### src/rtl/detector_arbiter.sv
// Round-robin arbiter that lends one 2-bit sequence detector to N_REQ serial lanes,
// one frame of FRAME_LEN bits at a time, and reports the hit count per frame.
module detector_arbiter #(
  parameter int N_REQ     = 4,
  parameter int FRAME_LEN = 8,
  parameter int CNT_W     = 4
) (
  input  logic                     clock,
  input  logic                     resetn,
  input  logic [N_REQ-1:0]         req,
  input  logic [N_REQ-1:0]         bit_in,
  output logic [N_REQ-1:0]         grant,
  output logic                     busy,
  output logic                     done,
  output logic [$clog2(N_REQ)-1:0] done_id,
  output logic [CNT_W-1:0]         hit_count
);

  localparam int ID_W = $clog2(N_REQ);
  localparam int BC_W = $clog2(FRAME_LEN + 1);

  localparam logic [1:0] S_IDLE  = 2'd0;
  localparam logic [1:0] S_GRANT = 2'd1;
  localparam logic [1:0] S_SHIFT = 2'd2;
  localparam logic [1:0] S_DONE  = 2'd3;

  logic [1:0]      state;
  logic [ID_W-1:0] sel;
  logic [ID_W-1:0] ptr;
  logic [ID_W-1:0] winner;
  logic [1:0]      q;
  logic [1:0]      q_next;
  logic            w;
  logic            hit;
  logic [BC_W-1:0] bit_cnt;
  logic            last_bit;
  logic [CNT_W-1:0] acc;
  logic [CNT_W-1:0] acc_next;

  // Walk offsets from farthest to nearest so the first requester after ptr wins.
  always_comb begin
    // NOTE: every always_comb output gets a default first so no latch is inferred.
    winner = ptr;
    for (int i = N_REQ; i >= 1; i--) begin
      if (req[(int'(ptr) + i) % N_REQ]) winner = ID_W'((int'(ptr) + i) % N_REQ);
    end
  end

  assign w        = bit_in[sel];
  assign q_next   = {(q[1] & ~q[0]) | (w & q[0]),
                     (w & ~q[0]) | (q[1] & ~q[0]) | (w & q[1])};
  assign hit      = &q_next;
  assign acc_next = (hit && (acc != '1)) ? acc + 1'b1 : acc;
  assign last_bit = (bit_cnt == BC_W'(FRAME_LEN - 1));

  always_ff @(posedge clock or negedge resetn) begin
    if (!resetn) begin
      state     <= S_IDLE;
      sel       <= '0;
      ptr       <= ID_W'(N_REQ - 1);
      q         <= 2'b00;
      bit_cnt   <= '0;
      acc       <= '0;
      done_id   <= '0;
      hit_count <= '0;
    end else begin
      // NOTE: state uses non-blocking assignments so every register sees pre-edge values.
      case (state)
        S_IDLE: begin
          if (|req) begin
            sel   <= winner;
            state <= S_GRANT;
          end
        end
        S_GRANT: begin
          q       <= 2'b00;
          bit_cnt <= '0;
          acc     <= '0;
          state   <= S_SHIFT;
        end
        S_SHIFT: begin
          q       <= q_next;
          bit_cnt <= bit_cnt + 1'b1;
          acc     <= acc_next;
          // Results are captured on the way into DONE so they are valid during the pulse.
          if (last_bit) begin
            hit_count <= acc_next;
            done_id   <= sel;
            state     <= S_DONE;
          end
        end
        default: begin
          ptr   <= sel;
          state <= S_IDLE;
        end
      endcase
    end
  end

  always_comb begin
    grant = '0;
    if (state == S_GRANT || state == S_SHIFT) grant[sel] = 1'b1;
  end

  assign busy = (state != S_IDLE);
  assign done = (state == S_DONE);

endmodule

### config.mk
export PLATFORM = sky130hd
export DESIGN_NAME = detector_arbiter
export DESIGN_NICKNAME = d
export VERILOG_FILES = /design/src/rtl/detector_arbiter.sv
export SDC_FILE = /design/constraint.sdc
export NUM_CORES = 1
export LEC_CHECK = 0
export CAP_MARGIN = 25
export CORE_AREA = 2 2 54 56
export CTS_CLUSTER_DIAMETER = 200
export DETAILED_ROUTE_END_ITERATION = 12
export DIE_AREA = 0 0 56 58
export GPL_TIMING_DRIVEN = 0
export PLACE_DENSITY = 0.85
export RECOVER_POWER = 50
export SETUP_SLACK_MARGIN = 0.05
export SLEW_MARGIN = 5
export SYNTH_ARGS = -nofsm -noshare
export SYNTH_HDL_FRONTEND = slang
export SYNTH_SLANG_ARGS = --single-unit
### constraint.sdc
create_clock -name clock -period 2.1 [get_ports clock]
set_input_delay 0.63 -clock clock [delete_from_list [all_inputs] [get_ports clock]]
set_output_delay 0.63 -clock clock [all_outputs]
set_load 0.03 [all_outputs]
# == After elaboration in Yosys (flattened, before gate mapping) ==
# Index checks and enable logic that the tools add are counted.
# word_totals
reg_bits,22
input_bits,10
out_inout_bits,12
wordCells,83
# classes
n_addsub,6
magnitude_cmp,6
n_eq_ne,7
mux,28
n_bitwise,12
reduce_logical,16
# ops
cell,n
3-bit by 4-bit less-than comparator with 1-bit output (second input constant),4
4-bit case mux with 2 select lines,2
2-bit 2-to-1 mux,6
1-bit binary-select mux with 2-bit select,5
1-bit 2-to-1 mux,10
4-bit by 1-bit adder with 4-bit output (second input constant),2
4-bit 2-to-1 mux,2
2-bit AND reduction,4
2-bit OR reduction,4
2-bit case mux with 3 select lines,1
2-bit by 1-bit adder with 2-bit output (second input constant),2
2-bit adder (second input constant),2
1-bit bitwise AND,4
1-bit bitwise AND (first input constant),4
2-bit == test (second input constant),2
4-bit by 3-bit == test with 1-bit output (second input constant),1
2-bit inequality test (second input constant),2
4-bit inequality test (second input constant),1
2-bit case mux with 2 select lines,1
2-bit nonzero test,2
4-bit OR reduction,1
2-bit by 3-bit less-than comparator with 1-bit output (second input constant),1
1-bit bitwise OR,3
3-bit OR reduction,1
other kinds (7),8

# == Longest topological paths before layout ==
# Gate-level depths: netlist of run 1.
# depth
depth_word,10
depth_mapped,7
ltp_nobuf,6

# == Worst setup path before layout of run 1 ==
# No wires, ideal clock.
# synth_timing
path_kind,register to output
from,register state[1]
to,output port grant[1]
t_arrival_ns,1.587
required_ns,1.470
setup_slack_ns,-0.117
stages_incl_launch_ff,5
n_path_buf,0
cell_sequence,dfrtp_1 inv_1 ha_1 inv_1 nor3b_1
# synth_between
elab_chain_len,3
word_cells_on_any_way,4
classes_between,eq/ne: 2; mux: 1; reduce/logical: 1
# synth_rtl
item,line_no,rtl
start: declaration,27,logic [1:0] state;
start signal: assignment,58,state <= S_IDLE;
start signal: assignment,72,state <= S_GRANT;
start signal: assignment,79,state <= S_SHIFT;
2-bit by 1-bit == test with 1-bit output / 2-bit == test (equally long branches),102,if (state == S_GRANT || state == S_SHIFT) grant[sel] = 1'b1;
1-bit logical OR *,102,
4-bit 2-to-1 mux *,102,
end: declaration,12,"output logic [N_REQ-1:0] grant,"
# Mark *: on every way between the ends. The rest lies on a longest branch, timed or not.

# == Worst setup path after layout of run 1 ==
# layout_timing
from,register state[0]
to,output port grant[2]
# Same word-level chain as after synthesis.

==> out/qor.yml, run 1 <==
cts:
  cts_made_buffers: 3
  cts_hold_buffers: 0
  cts_tree: "built"
  htreeDepth: 1
  clk_path_buf_depth: 2
  clk_pin_slew_ps: 130
  cts.sinks: 22
  root_buffer: "clkbuf_4"
  clk_latency_ps: 320
yosys:
  yosysSeqAreaShare_pct: 43.2
  syn_nets: 150
  ys.flop_type: "dfrtp_1"
  syn_inst: 134
  yosys.area.top_type: "dfrtp_1"
  synth_xor_area_share_pct: 0.684
  synth.most_common_cell: "dfrtp_1"
  synthMuxAreaShare_pct: 7.71
  synth_area_leaders: "dfrtp_1 39%, ha_1 5.9%, nand2_1 5.3%, dfstp_2 4.1%, mux2i_1 3.9%"
  syn_area_mm2: 0.00128
  syn_avg_cell_area_um2: 9.56
  ys_types: 41
  ys_ff_latch: 22
  async_flop_share_pct: 100
  synth-simple-area-share_pct: 20.2
  synth.top_cell.area_share_pct: 39.1
  synthTopCellsByCount: "20 x dfrtp_1, 18 x nand2_1, 12 x inv_1"
  synth_top_family_by_area: "simple AND/OR/NAND/NOR gates"
  synth_compound_area_share_pct: 16.8
  synth_fa_ha_area_share_pct: 5.86
  synth_edf_count: 0
  ys.warnings.count: 0
status:
  status: "complete, but fails checks"
  violations: "negative setup slack"
global_routing:
  use_met2_pct: 33.4
  use_met1_pct: 21.3
  antenna_found_initial: 0
  overflow: 0
  grt_pass1_vias: 1068
  use_met3_pct: 2.68
  grt_max_degree: 23
  grt_busiest_layer: "met2"
  grt_pass1_wl_um: 4640
  grt_usage_pct: 18.0
drt:
  first_pass_iters: 4
  drc: 0
  routed_wl_um: 2980
  wl_per_cell_um: 14.8
  drtAntennaViolNets: 0
  first_iter_violations: 38
  viasPerCell: 5.52
  vias: 1109
sta:
  final_hold_viol_count: 0
  max_freq_mhz: 470
  period_share_pct: 101
  fin_skew_ps: 1.58
  fin_ws_ps: -27.5
  setup-violations-final: 2
  slew_headroom_pct: 63.1
  finalMaxSlewViolations: 0
  worst_pin_slew_ps: 552
  rsz0062_at_grt: "true"
  period_minus_slack_ps: 2130
setup_path:
  r2r-end: "done_id[0]"
  crit_path_max_fanout: 3
  rr_worst_depth: 6
  r2r_start: "state[0]"
  cp.required_ps: 1470
  crit_path_end_kind: "output port"
  cp.arrival_ps: 1500
  path_class: "register to output port"
  start_kind: "register"
  worst-r2r-setup-slack_ps: 260
layout:
  fillers: 198
  multi_input_area_um2: 702
  design_area_mm2: 0.00172
  nNetsFinal: 187
  drive_gt1_share_pct: 25.9
  seq_area_um2: 553
  antenna_cells: 0
  area_delta_synth_final_pct: 34.0
die:
  core_area_mm2: 0.00266
  fp.dieH_um: 58
  dieArea_mm2: 0.00325
  fp.dieW_um: 56
  initial_core_util_pct: 48.1
  num_rows: 19
  io_pins: 22
power_and_ir_drop:
  max-vdd-ir-drop_uv: 939
  cellPowerDensity_mw_per_mm2: 1330
  power_leakage_nw: 0.766
placement:
  place_ws_ps: -603
  place_area_mm2: 0.00154
  dp_hpwl_um: 2040
  portBuffers: 21
  place_congestion: 0.844
flow_run:
  cap_violations: 0
worst_hold_path:
  hp-class: "register to register"
  min_from: "hit_count[0]"
  holdPathStages: 2
  holdPathEnd: "hit_count[0]"
[flip-flops by register name, indices dropped and copies added, names as in the netlist]
signal / flops
q: 2
bit_cnt: 4
ptr: 2
acc: 4
hit_count: 4
sel: 2
done_id: 2
state: 2
[how the worst max path moves through the flow]
| stage | from | to | cells past startpoint | slack, ps |
|---|---|---|---|---|
| after global routing | state[0] | grant[2] | 6 | -80 |
| after detailed placement | state[1] | grant[2] | 6 | -600 |
| after global placement | state[1] | grant[3] | 5 | -540 |
| after CTS | state[0] | grant[3] | 5 | -30 |
| after floorplan | state[1] | grant[2] | 5 | 100 |
| final | state[0] | grant[2] | 6 | -30 |
[critical path, stage by stage (launching register included)]
cell	delay [ps]
dfrtp_1	390
inv_2	70
ha_4	310
buf_8	110
nand2_2	50
nor2_2	110
buf_6	140
[routing by layer]
layer	share of wire (%)	up-vias
met5	0	-
met4	0.84	0
met3	3.8	4
met2	52	24
met1	43	540
li1	-	541
[power by group]
group / switching [W] / internal, W / leakage [nW]
registers: 0.0000873 / 0.000530 / 0.276
clock network: 0.000138 / 0.000106 / 0.0210
logic: 0.000772 / 0.000652 / 0.469
[metrics by stage]
stage	total power, W	setup TNS (ps)	utilization [%]	hold WS [ps]	instances
after floorplan	0.00138	0	-	334	134
after global placement	0.00165	-1830	57.9	467	186
after detailed placement	0.00170	-2250	57.9	474	186
after CTS	0.00216	-51.8	62.2	504	197
after global routing	0.00240	-219	64.5	526	201
final	0.00229	-49.7	64.5	498	201
[layout make-up]
class | count | share of cell area, %
inverters | 13 | 3.13
repair buffers | 32 | 17.4
clock buffers | 4 | 2.11
flip-flops and latches | 22 | 32.2
well taps | 31 | 2.26
plain buffers | 4 | 1.97
multi-input cells | 95 | 40.9
[cells in the final DEF, fill, tap and decap left out, types with 3 or more instances in the layout]
| cell | count |
|---|---|
| buf_6 | 4 |
| mux2_1 | 3 |
| o22ai_1 | 3 |
| nor3_2 | 3 |
| clkdlybuf4s50_1 | 14 |
| ha_1 | 4 |
| nor2_1 | 4 |
| nand3_1 | 3 |
| a31oi_1 | 4 |
| a21oi_1 | 4 |
| o21ai_0 | 6 |
| nand2_1 | 17 |
| nand2b_1 | 3 |
| inv_1 | 9 |
| inv_2 | 3 |
| dfrtp_1 | 20 |
| buf_4 | 12 |
| mux2i_1 | 5 |
| clkbuf_4 | 3 |
| o21ai_1 | 6 |
[cells by family after synthesis]
group / after synthesis
flops: 22
simple gates: 45
buf+inv: 17
mux: 9
fa+ha+maj: 6
compound gates: 34
xor+xnor: 1
[what timing repair did]
action | CTS | global route
endpoints found under the setup margin | 6 | 6
gates resized for setup | 42 | 8
setup buffers | 7 | 3
pin swaps | 2 | 3
gates cloned | 0 | 0
Note: power is estimated with default switching activity, not from simulation.
==> run 2: changes to the inputs <==
CORE_AREA = 4 4 56 58   (was 2 2 54 56)
DIE_AREA = 0 0 60 62   (was 0 0 56 58)
==> out/qor.yml, run 2 (synthesized netlist as in run 1, its figures left out) <==
drt:
  wl_per_cell_um: 15.1
  drc: 0
  topRoutingLayerUsed: "met4"
  routed_wl_um: 3000
  drtAntennaViolNets: 0
  first_iter_violations: 63
  vias: 1103
  viasPerCell: 5.54
  met3WireLength_um: 129
  route.met2.wl_um: 1540
  routedLengthMet1_um: 1250
  first_pass_iters: 4
layout:
  largest_registers: "acc x4, bit_cnt x4, hit_count x4"
  drive_gt1_share_pct: 24.4
  area_delta_synth_final_pct: 32.4
  layout_commonest_cell: "dfrtp_1"
  nNetsFinal: 185
  fillers: 208
  antenna_cells: 0
  layout_common_cells: "20 x dfrtp_1, 17 x nand2_1, 14 x clkdlybuf4s50_1"
  finalNonFillerCells: 199
worst_hold_path:
  holdPathEnd: "hit_count[2]"
  hp-class: "register to register"
  min_from: "hit_count[2]"
  holdPathStages: 2
cts:
  clk_pin_slew_ps: 130
  htreeDepth: 1
  clk_path_buf_depth: 2
  cts.sinks: 22
  cts_made_buffers: 3
  clk_latency_ps: 310
  root_buffer: "clkbuf_4"
  cts_hold_buffers: 0
  cts_tree: "built"
setup_path:
  path_cells: "buf_6, inv_4, ha_4, clkbuf_16, and3_4, buf_6"
  crit_path_max_fanout: 4
  worst-r2r-setup-slack_ps: 190
  r2r_start: "state[0]"
  cpLargestDelayFamily: "flip-flops"
  crit_path_end_kind: "output port"
  max_stage_delay_ps: 420
  crit_slowest_cell: "dfrtp_1"
  cp.required_ps: 1470
  start_kind: "register"
  path_buf_inv: 4
  cp_common_cell: "buf_6"
  rr_worst_depth: 7
  path_class: "register to output port"
  r2r-end: "done_id[0]"
  cp.arrival_ps: 1620
power_and_ir_drop:
  max-vdd-ir-drop_uv: 915
  cellPowerDensity_mw_per_mm2: 1380
  power_leakage_nw: 0.763
sta:
  fin_hold_ws_ps: 499
  worst_pin_slew_ps: 834
  max_freq_mhz: 445
  fin_ws_ps: -147
  finalMaxSlewViolations: 0
  setup-violations-final: 4
  period_minus_slack_ps: 2250
  rsz0062_at_grt: "true"
  slew_headroom_pct: 44.4
  fin_skew_ps: 1.68
  final_hold_viol_count: 0
  period_share_pct: 107
die:
  dieArea_mm2: 0.00372
  initial_core_util_pct: 48.1
  fp.dieH_um: 62
  num_rows: 19
  core_area_mm2: 0.00266
  fp.dieW_um: 60
  io_pins: 22
placement:
  place_ws_ps: -634
  dp_hpwl_um: 2130
  dp_cells: 186
  place_congestion: 0.847
  portBuffers: 21
global_routing:
  grt_usage_pct: 17.2
  grt_pass1_wl_um: 4670
  grt_pass1_vias: 1055
  antenna_found_initial: 0
  overflow: 0
  grt_max_degree: 23
status:
  violations: "negative setup slack"
  status: "complete, but fails checks"
flow_run:
  cap_violations: 0
run 2: worst max-delay path by stage:
stage,startpoint,to,cells after the start
after floorplan,state[1],grant[2],5
after global placement,state[1],grant[3],5
after detailed placement,state[1],grant[2],6
after CTS,state[0],grant[3],6
after global routing,state[0],grant[3],6
final,state[0],grant[3],6
run 2: repair_timing:
item                                    4_1_cts  5_1_grt
endpoints found under the setup margin        6        6
gates resized for setup                      41        5
gates cloned                                  0        0
pin swaps                                     1        0
buffers inserted                              8        0
run 2: stage by stage:
step	cell area [um2]	power (W)	setup TNS, ps	util, %
after floorplan	1290	0.00138	0	-
after global placement	1540	0.00165	-1840	57.9
after detailed placement	1540	0.00171	-2300	57.9
after CTS	1690	0.00231	-362	63.5
after global routing	1700	0.00248	-607	63.7
final	1700	0.00234	-431	63.7
run 2: worst min-delay path, cell delays in order (launching register included):
cell and delay, ps:
dfrtp_1 360, nand2_1 50, o21ai_1 60
run 2: per-layer routing:
| metal | global-route usage, % | vias to the layer above |
|---|---|---|
| met5 | 0 | - |
| met4 | 9.18 | 0 |
| met3 | 3.31 | 10 |
| met2 | 30.4 | 29 |
| met1 | 19.6 | 522 |
| li1 | - | 542 |
run 2: area by class of cell:
type	instances	area (um2)	share of cell area, %
Buffer	4	43.8	2.58
Clock buffer	3	22.5	1.33
Clock inverter	1	30.0	1.77
Inverter	13	53.8	3.17
Multi-Input combinational cell	95	689	40.6
Sequential cell	22	553	32.6
Tap cell	31	38.8	2.29
Timing Repair Buffer	30	265	15.6
run 2: report_power, final:
part | total, W | switching [W] | internal [W]
Sequential | 0.000618 | 0.0000878 | 0.000530
Clock | 0.000327 | 0.000134 | 0.000193
Combinational | 0.00140 | 0.000760 | 0.000639
Total | 0.00234 | 0.000982 | 0.00136
